File: src/rtl/uart_pkg.sv
// rtl/uart_pkg.sv - shared UART definitions used by the receiver and the transmitter
//
// Contents:
//   UART_DATA_BITS          data bits per frame
//   UART_CLKS_PER_BIT_100M  100 MHz clocks per bit at 11520 baud (also the transmitter divider)
//   uart_state_e            receiver state encoding
package uart_pkg;

   localparam int UART_DATA_BITS         = 8;
   localparam int UART_CLKS_PER_BIT_100M = 8681;

   typedef enum logic [2:0] {
      IDLE   = 3'd0,
      START  = 3'd1,
      DATA   = 3'd2,
      PARITY = 3'd3,
      STOP   = 3'd4,
      BREAK  = 3'd5
   } uart_state_e;

endpackage

File: src/rtl/uart_rx_if.sv
// rtl/uart_rx_if.sv - received-byte bus from the UART receiver to a byte consumer
//
// Signals:
//   o_Data       last received byte
//   o_Valid      one-cycle strobe when o_Data and the flags update
//   o_ParityErr  parity mismatch on the last frame, qualified by o_Valid
//   o_FrameErr   stop bit sampled low on the last frame, qualified by o_Valid
// Modports: master (receiver drives), slave (consumer reads).
interface uart_rx_if;
   import uart_pkg::*;

   logic [UART_DATA_BITS-1:0] o_Data;
   logic                      o_Valid;
   logic                      o_ParityErr;
   logic                      o_FrameErr;

   modport master (output o_Data, output o_Valid, output o_ParityErr, output o_FrameErr);
   modport slave  (input  o_Data, input  o_Valid, input  o_ParityErr, input  o_FrameErr);

endinterface

File: src/rtl/uart_rx_sync.sv
// rtl/uart_rx_sync.sv - two-flop synchronizer for an asynchronous idle-high input
//
// Ports:
//   i_Clock  destination clock (rising edge)
//   i_Reset  synchronous active-high reset; both flops reset to 1 (idle level)
//   i_Async  asynchronous input
//   o_Sync   synchronized copy of i_Async, two cycles later
module uart_rx_sync (
   input  logic i_Clock,
   input  logic i_Reset,
   input  logic i_Async,
   output logic o_Sync
);

   logic [1:0] sync_q;
   logic [1:0] sync_d;

   always_comb begin
      sync_d = {sync_q[0], i_Async};
   end

   always_ff @(posedge i_Clock) begin
      if (i_Reset) begin
         sync_q <= 2'b11;
      end else begin
         sync_q <= sync_d;
      end
   end

   assign o_Sync = sync_q[1];

endmodule

File: src/rtl/uart_rx.sv
// rtl/uart_rx.sv - UART receiver: 1 start, 8 data LSB first, optional even parity, 1 stop
//
// Build option: UART_RX_PARITY_EN adds the even-parity bit (11-bit frame);
// without it the frame is 10 bits and o_ParityErr stays 0.
//
// Ports:
//   i_Clock  system clock, rising edge
//   i_Reset  synchronous active-high reset
//   i_UART   asynchronous serial input, idle high
//   rx_bus   received byte, valid strobe and error flags (uart_rx_if.master)
// Parameter:
//   CLKS_PER_BIT  system clocks per bit period, minimum 8
module uart_rx
   import uart_pkg::*;
#(
   parameter int CLKS_PER_BIT = UART_CLKS_PER_BIT_100M
) (
   input  logic         i_Clock,
   input  logic         i_Reset,
   input  logic         i_UART,
   uart_rx_if.master    rx_bus
);

   localparam int CNT_W = $clog2(CLKS_PER_BIT);
   localparam int BIT_W = $clog2(UART_DATA_BITS);
   localparam logic [CNT_W-1:0] BIT_RELOAD  = CNT_W'(CLKS_PER_BIT - 1);
   // Start-bit wait is half a bit, so every later sample lands mid-bit.
   localparam logic [CNT_W-1:0] HALF_RELOAD = CNT_W'(CLKS_PER_BIT / 2 - 1);
   localparam logic [BIT_W-1:0] LAST_BIT    = BIT_W'(UART_DATA_BITS - 1);

   logic rx;

   uart_rx_sync u_sync (
      .i_Clock (i_Clock),
      .i_Reset (i_Reset),
      .i_Async (i_UART),
      .o_Sync  (rx)
   );

   uart_state_e               state_q, state_d;
   logic [CNT_W-1:0]          cnt_q, cnt_d;
   logic [BIT_W-1:0]          bit_q, bit_d;
   logic [UART_DATA_BITS-1:0] shift_q, shift_d;
   logic [UART_DATA_BITS-1:0] data_q, data_d;
   logic                      valid_q, valid_d;
   logic                      perr_q, perr_d;
   logic                      ferr_q, ferr_d;
`ifdef UART_RX_PARITY_EN
   logic                      xor_q, xor_d;
   logic                      frame_perr_q, frame_perr_d;
`endif

   logic tick;
   assign tick = (cnt_q == '0);

   always_comb begin
      state_d = state_q;
      cnt_d   = cnt_q;
      bit_d   = bit_q;
      shift_d = shift_q;
      data_d  = data_q;
      valid_d = 1'b0;
      perr_d  = perr_q;
      ferr_d  = ferr_q;
`ifdef UART_RX_PARITY_EN
      xor_d        = xor_q;
      frame_perr_d = frame_perr_q;
`endif
      case (state_q)
         IDLE: begin
            if (!rx) begin
               bit_d   = '0;
               cnt_d   = HALF_RELOAD;
`ifdef UART_RX_PARITY_EN
               xor_d   = 1'b0;
`endif
               state_d = START;
            end
         end
         START: begin
            if (!tick) begin
               cnt_d = cnt_q - CNT_W'(1);
            end else if (rx) begin
               // Line is high again at mid start bit: treat as a glitch.
               state_d = IDLE;
            end else begin
               cnt_d   = BIT_RELOAD;
               state_d = DATA;
            end
         end
         DATA: begin
            if (!tick) begin
               cnt_d = cnt_q - CNT_W'(1);
            end else begin
               shift_d[bit_q] = rx;
`ifdef UART_RX_PARITY_EN
               xor_d = xor_q ^ rx;
`endif
               cnt_d = BIT_RELOAD;
               if (bit_q == LAST_BIT) begin
`ifdef UART_RX_PARITY_EN
                  state_d = PARITY;
`else
                  state_d = STOP;
`endif
               end else begin
                  bit_d = bit_q + BIT_W'(1);
               end
            end
         end
`ifdef UART_RX_PARITY_EN
         PARITY: begin
            if (!tick) begin
               cnt_d = cnt_q - CNT_W'(1);
            end else begin
               frame_perr_d = xor_q ^ rx;
               cnt_d        = BIT_RELOAD;
               state_d      = STOP;
            end
         end
`endif
         STOP: begin
            if (!tick) begin
               cnt_d = cnt_q - CNT_W'(1);
            end else begin
               data_d  = shift_q;
               valid_d = 1'b1;
`ifdef UART_RX_PARITY_EN
               perr_d  = frame_perr_q;
`else
               perr_d  = 1'b0;
`endif
               ferr_d  = !rx;
               // Leaving mid-stop-bit lets a following start edge be caught
               // with no idle gap; a low stop waits out the break instead.
               state_d = rx ? IDLE : BREAK;
            end
         end
         BREAK: begin
            if (rx) begin
               state_d = IDLE;
            end
         end
         default: begin
            state_d = IDLE;
         end
      endcase
   end

   always_ff @(posedge i_Clock) begin
      if (i_Reset) begin
         state_q <= IDLE;
         cnt_q   <= '0;
         bit_q   <= '0;
         shift_q <= '0;
         data_q  <= '0;
         valid_q <= 1'b0;
         perr_q  <= 1'b0;
         ferr_q  <= 1'b0;
`ifdef UART_RX_PARITY_EN
         xor_q        <= 1'b0;
         frame_perr_q <= 1'b0;
`endif
      end else begin
         state_q <= state_d;
         cnt_q   <= cnt_d;
         bit_q   <= bit_d;
         shift_q <= shift_d;
         data_q  <= data_d;
         valid_q <= valid_d;
         perr_q  <= perr_d;
         ferr_q  <= ferr_d;
`ifdef UART_RX_PARITY_EN
         xor_q        <= xor_d;
         frame_perr_q <= frame_perr_d;
`endif
      end
   end

   assign rx_bus.o_Data      = data_q;
   assign rx_bus.o_Valid     = valid_q;
   assign rx_bus.o_ParityErr = perr_q;
   assign rx_bus.o_FrameErr  = ferr_q;

endmodule

File: src/flat_wrapper.sv
// flat-port wrapper written by rule: the top's interface ports become plain ports
module uart_rx_flat import uart_pkg::*;
#(
   parameter int CLKS_PER_BIT = UART_CLKS_PER_BIT_100M
)
  (i_Clock, i_Reset, i_UART, rx_bus_o_Data, rx_bus_o_Valid, rx_bus_o_ParityErr, rx_bus_o_FrameErr);
  uart_rx_if rx_bus_i ();
  input  logic i_Clock;
  input  logic i_Reset;
  input  logic i_UART;
  output wire logic [$bits(rx_bus_i.o_Data)-1:0] rx_bus_o_Data;
  output wire logic [$bits(rx_bus_i.o_Valid)-1:0] rx_bus_o_Valid;
  output wire logic [$bits(rx_bus_i.o_ParityErr)-1:0] rx_bus_o_ParityErr;
  output wire logic [$bits(rx_bus_i.o_FrameErr)-1:0] rx_bus_o_FrameErr;
  assign rx_bus_o_Data = rx_bus_i.o_Data;
  assign rx_bus_o_Valid = rx_bus_i.o_Valid;
  assign rx_bus_o_ParityErr = rx_bus_i.o_ParityErr;
  assign rx_bus_o_FrameErr = rx_bus_i.o_FrameErr;
  uart_rx #(.CLKS_PER_BIT(CLKS_PER_BIT)) u_core (.i_Clock(i_Clock), .i_Reset(i_Reset), .i_UART(i_UART), .rx_bus(rx_bus_i));
endmodule
File: config.mk
export PLATFORM = sky130hd
export DESIGN_NAME = uart_rx_flat
export DESIGN_NICKNAME = d
export VERILOG_FILES = /design/src/rtl/uart_pkg.sv /design/src/rtl/uart_rx_if.sv /design/src/rtl/uart_rx_sync.sv /design/src/rtl/uart_rx.sv /design/src/flat_wrapper.sv
export SDC_FILE = /design/constraint.sdc
export NUM_CORES = 1
export LEC_CHECK = 0
export CAP_MARGIN = 20
export CELL_PAD_IN_SITES_DETAIL_PLACEMENT = 1
export CELL_PAD_IN_SITES_GLOBAL_PLACEMENT = 1
export CORE_UTILIZATION = 35
export DETAILED_ROUTE_END_ITERATION = 16
export DONT_BUFFER_PORTS = 1
export PLACE_DENSITY_LB_ADDON = 0.05
export SLEW_MARGIN = 20
export SYNTH_ARGS = -nofsm -noshare
export SYNTH_HDL_FRONTEND = slang
export SYNTH_SLANG_ARGS = --single-unit
File: constraint.sdc
create_clock -name i_Clock -period 2.2 [get_ports i_Clock]
set_clock_uncertainty 0.15 [all_clocks]
set_input_delay 0.55 -clock i_Clock [delete_from_list [all_inputs] [get_ports i_Clock]]
set_output_delay 0.55 -clock i_Clock [all_outputs]
set_load 0.05 [all_outputs]
Word level (Yosys, flattened, before mapping)
Index checks and enable logic that the tools add are counted.
{ "word_totals": {"wordCells": 62, "regBits": 40, "out_inout_bits": 11} }
{ "op_classes": {"n_mux": 23, "n_lt_le_gt_ge": 2, "add_sub_neg": 2, "n_reduce_logical": 12, "n_bitwise": 1, "n_eq_ne": 14} }
{ "op_table": {"columns": ["cell", "n"], "rows": [
  ["$mux 14", 5],
  ["$pmux 14 s4", 1],
  ["$mux 3", 10],
  ["$pmux 3 s5", 1],
  ["$logic_not 14->1", 1],
  ["$sub 14x1->14 const B", 1],
  ["$eq 3x3->1 const B", 3],
  ["$bwmux 8", 1],
  ["$ne 2x1->1 const B", 4],
  ["$ne 2x2->1 const B", 4],
  ["$reduce_and 4->1", 2],
  ["$pmux 3 s2", 1],
  ["$reduce_and 6->1", 1],
  ["$lt 3x4->1 const B", 1],
  ["$reduce_and 2->1", 2],
  ["$reduce_bool 4->1", 1],
  ["$add 3x1->3 const B", 1],
  ["$demux 1 s3", 1],
  ["$eq 3x1->1 const B", 1],
  ["$eq 3x2->1 const B", 1],
  ["$ge 3x1->1 const B", 1],
  ["$logic_not 3->1", 1],
  ["$ne 3x3->1 const B", 1],
  ["$mux 1", 2],
  ["6 further kinds", 6]
]} }

Depth between registers and ports, before layout
{ "logic_depth": {"depth_word": 5, "depth_mapped": 7, "depth_no_buf": 7} }

By module
A second synthesis with hierarchy kept.
{ "hier_totals": {"hier_cells": 260, "area_unflattened_um2": 2085.8} }
{ "by_module_without_submodules": {"columns": ["mod", "seq_area_each_um2", "cells_per_inst", "area_each_um2", "instances"], "rows": [
  ["uart_rx", 760.7, 256, 2033.2, 1],
  ["uart_rx_sync", 40.0, 4, 52.6, 1]
]} }

Least setup slack after synthesis
Ideal clock, no wire load.
{ "synth_path": {"kind": "register -> register", "start": "reg u_core.cnt_q[4]", "end": "reg u_core.cnt_q[11]", "arrival_time_ps": 1779, "synth_period_minus_slack_ps": 2044, "setup_slack_ps": 156, "setup_ps": 116, "stages_incl_launch_ff": 7, "path_cell_list": "dfxtp_1 or4_1 buf_2 or4_1 o21ai_1 o32ai_1 a31o_1"} }
{ "synth_via": {"elab_chain_len": 3, "elab_cells_between_ends": 9, "classes_between": "1 x add/sub; 2 x eq/ne; 4 x mux; 2 x reduce/logical"} }
{ "synth_rtl": {"columns": ["item", "line_no", "rtl"], "rows": [
  ["from (decl)", "uart_rx.sv:41", "logic [CNT_W-1:0] cnt_q, cnt_d;"],
  ["from (signal assigned)", "uart_rx.sv:166", "cnt_q <= cnt_d;"],
  ["$sub 14x1->14 or $logic_not 14->1 (tied branches)", null, null],
  ["$mux 14, or another cell as far along", "uart_rx.sv:123", "if (!tick) begin"],
  ["$pmux 14 s4 or $reduce_and 4->1 (tied branches)", null, null]
]} }
Parallel ways exist; a longest one is shown, timed or not. The select of a mux whose other input is x is not followed.
A chain may end at the register's enable or synchronous reset.

Worst setup path in the final report
Ends and elaborated chain as after synthesis.

==> qor.csv <==
stage,metric,value,unit
drt,vias per cell,5.789,
global_route,first-pass GRT wire length,9722,um
finish,final core occ,0.4301,
power_and_ir_drop,worst vdd ir,362.5,uV
sta,Pins Over Slew Limit,0,
power_and_ir_drop,leak pwr,0.8324,nW
clocking,clk sinks,40,
die,total core area,5574,um2
placement,RD Place Congestion,0.8370,
sta,Least-Margin Pin Slew,528.3,ps
critical_path,Critical Path Fanout Max,7,
sta,Fin. Hold Viols,0,
synth,mapped cell area,2053,um2
critical_path,Worst setup EP type,flip-flop,
synth,synth warn,0,
flow_run,max cap viols,0,
global_route,vias in the first global route,1953,
finish,Finished Layout Cells,332,
power_and_ir_drop,PwrDens,735.9,nW/um2
critical_path,CP cell instances,or4_4 -> or4_1 -> o21ai_1 -> o32ai_1 -> a31o_1,
sta,period utilization,0.9519,
clocking,Num CTS Buffers,5,
drt,WL per Instance,18.01,um
drt,DRT Pass-1 Iters,5,
sta,slack of the critical path,105.9,ps
critical_path,"CP delay by family, top",simple AND/OR/NAND/NOR gates,
critical_path,crit path DAT,2130,ps
global_route,largest net degree at the start of global routing,43,
placement,dpl ws,66.56,ps
finish,P&R area growth vs syn,16.76,%
synth,net count after synthesis,252,
synth,Synth async-reset ratio,0,
sta,Max Clk Rate,477.5,MHz
drt,DRC Markers,0,
critical_path,critical path class,flip-flop to flip-flop,
finish,Ant. Diodes,0,
critical_path,"Max stage delay cell, worst path",or4_4,
synth,Synth area leader,dfxtp_1,
die,I/O pin cnt,14,
synth,Post-Syn Instances,245,
clocking,clock root buffer,clkbuf_8,
clocking,Post-CTS Setup Bufs,0,
global_route,remaining global-route overflow,0,
drt,DR iter-0 viols,127,
drt,DRT Wirelength,5978,um
synth,area share of the largest cell type after synthesis,0.3900,
critical_path,worst path required time,2240,ps
clocking,htree depth,2,
min_path,Hold Crit Class,input port to flip-flop,
die,row count,27,
synth,number of flops mapped to enable cells by yosys,0,
synth,Mapped Avg Cell Area,8.380,um2
die,Die Y,78.59,um
synth,Yosys cell types,48,
finish,layout cells sized above 1,0.1962,
critical_path,crit-path max cell delay,600,ps
die,die extent in x,78.59,um
critical_path,CP Launch Type,flip-flop,
placement,Inst Count DP,325,
clocking,worst skew pair latency,290,ps
clocking,Hold Buf Count CTS,0,
drt,vias,1922,
sta,RSZ-0062 raised after global routing,no,
synth,"top cells by area, synth","dfxtp_1 39%, a21oi_1 5.6%, nand2_1 5.1%",
synth,top_reg_cell synth,dfxtp_1,
clocking,clk slew on worst S/H paths,80,ps
finish,# nets final,267,
clocking,CTS tree,yes,
clocking,maximum buffer depth of the clock tree,2,
sta,endpoints failing setup,0,
synth,Seq cells post-synth,40,
sta,Slew headroom,0.6473,
global_route,initial antenna violation count,0,
die,die area,6176,um2
outcome,run status,completed,
placement,post-DP HPWL,4244,um
die,initial core utilization,0.3684,
drt,number of routed nets with antenna violations,0,
placement,I/O Buffers,0,
sta,final setup TNS,0,ps
synth,post-synthesis sequential area ratio,0.3900,
sta,Period minus WS final,2094,ps
global_route,GRT Total Usage,0.2031,
critical_path,CP bufs+invs,0,
-- per-layer routing --
layer / vias to the layer above / part of all wire / track usage / wire length [um]
met2: 46 / 0.46 / 0.3235 / 2724
met5: - / 0 / 0 / 0
met3: 14 / 0.040 / 0.03488 / 241
li1: 930 / - / - / -
met4: 0 / 0.022 / 0.06852 / 129
met1: 932 / 0.48 / 0.2748 / 2882
-- path summary, 6_finish.rpt --
check,cells past startpoint,to,slack [ps],start
setup / recovery,5,u_core.cnt_q[11],110,u_core.cnt_q[4]
hold / removal,1,u_core.rx_bus.o_Data[3],170,i_Reset
setup reg to reg,5,u_core.cnt_q[11],110,u_core.cnt_q[4]
hold reg to reg,2,u_core.rx_bus.o_Data[7],300,u_core.shift_q[7]
-- cell usage after synthesis (all sizes together), types with 3 or more instances --
library cell  count
a211oi            4
nand4             3
o21a              6
nand3             4
or2               3
buf               6
ha                4
o22ai             3
mux2i             9
inv               4
a31oi             4
nor4             11
nor3             13
nor2             24
a21oi            23
or4               4
nor3b             3
a21o              3
a32o              3
clkbuf           10
nor4b             4
o21ai             7
nand2            28
dfxtp            40
-- timing repair --
| action | CTS | global route |
|---|---|---|
| endpoints found under the setup margin | 0 | 14 |
| resized for setup | 0 | 11 |
| endpoints found under the hold margin | 0 | 0 |
-- stage by stage --
step / instance area (um2) / hold WS [ps] / power, mW
after floorplan: 2053 / 239.5 / 1.105
after global placement: 2253 / 281.7 / 1.272
after detailed placement: 2253 / 296.5 / 1.283
after CTS: 2335 / 162.8 / 1.767
after global routing: 2397 / 161.3 / 1.866
final: 2397 / 173.6 / 1.764
-- area by class of cell --
cell class / instances / area, um2
clock inverters: 2 / 12.51
repair buffers: 24 / 180.2
multi-input cells: 185 / 1229
inverters: 4 / 15.01
clock buffers: 5 / 68.82
fillers: 692 / 3177
well taps: 72 / 90.09
flip-flops and latches: 40 / 802.0
-- flip-flops by register name (all words and copies together) (netlist names) --
register / count
u_core.bit_q: 3
u_core.cnt_q: 14
u_core.rx_bus.o_Data: 8
u_core.rx_bus.o_FrameErr: 1
u_core.rx_bus.o_Valid: 1
u_core.shift_q: 8
u_core.state_q: 3
u_core.u_sync.sync_q: 2
-- cells in the final DEF (no fill, tap or decap), drive strengths merged, types with 2 or more instances in the layout --
master / synthesis / layout
a211oi: 4 / 4
a21o: 3 / 3
a21oi: 23 / 23
a22o: 2 / 2
a31oi: 4 / 4
a32o: 3 / 3
buf: 6 / 24
clkbuf: 10 / 5
dfxtp: 40 / 40
ha: 4 / 4
inv: 4 / 4
mux2i: 9 / 9
nand2: 28 / 28
nand3: 4 / 4
nand3b: 2 / 2
nand4: 3 / 3
nor2: 24 / 24
nor2b: 2 / 2
nor3: 13 / 13
nor3b: 3 / 3
nor4: 11 / 11
nor4b: 4 / 4
o21a: 6 / 6
o21ai: 7 / 7
o22ai: 3 / 3
o32ai: 2 / 2
or2: 3 / 3
or4: 4 / 4
xnor2: 2 / 2
-- report_power, final --
group          total [mW]  leakage [nW]  internal [mW]  switching (mW)
Clock               0.474        0.0400          0.215           0.259
Sequential          0.788         0.325          0.751          0.0363
Combinational       0.503         0.468          0.217           0.285
Total                1.76         0.832           1.18           0.581
-- cell families after synthesis --
family	after synthesis	synth area share
and+or+nand+nor	106	0.2858
muxes	9	0.04388
DFF	40	0.3900
AOI/OAI and AO/OA	63	0.2041
other	1	0.001826
buffers and inverters	20	0.04144
xor gates and xnor gates	2	0.008533
adders and majority gates	4	0.02438
Power figures use the tool's default switching activity.
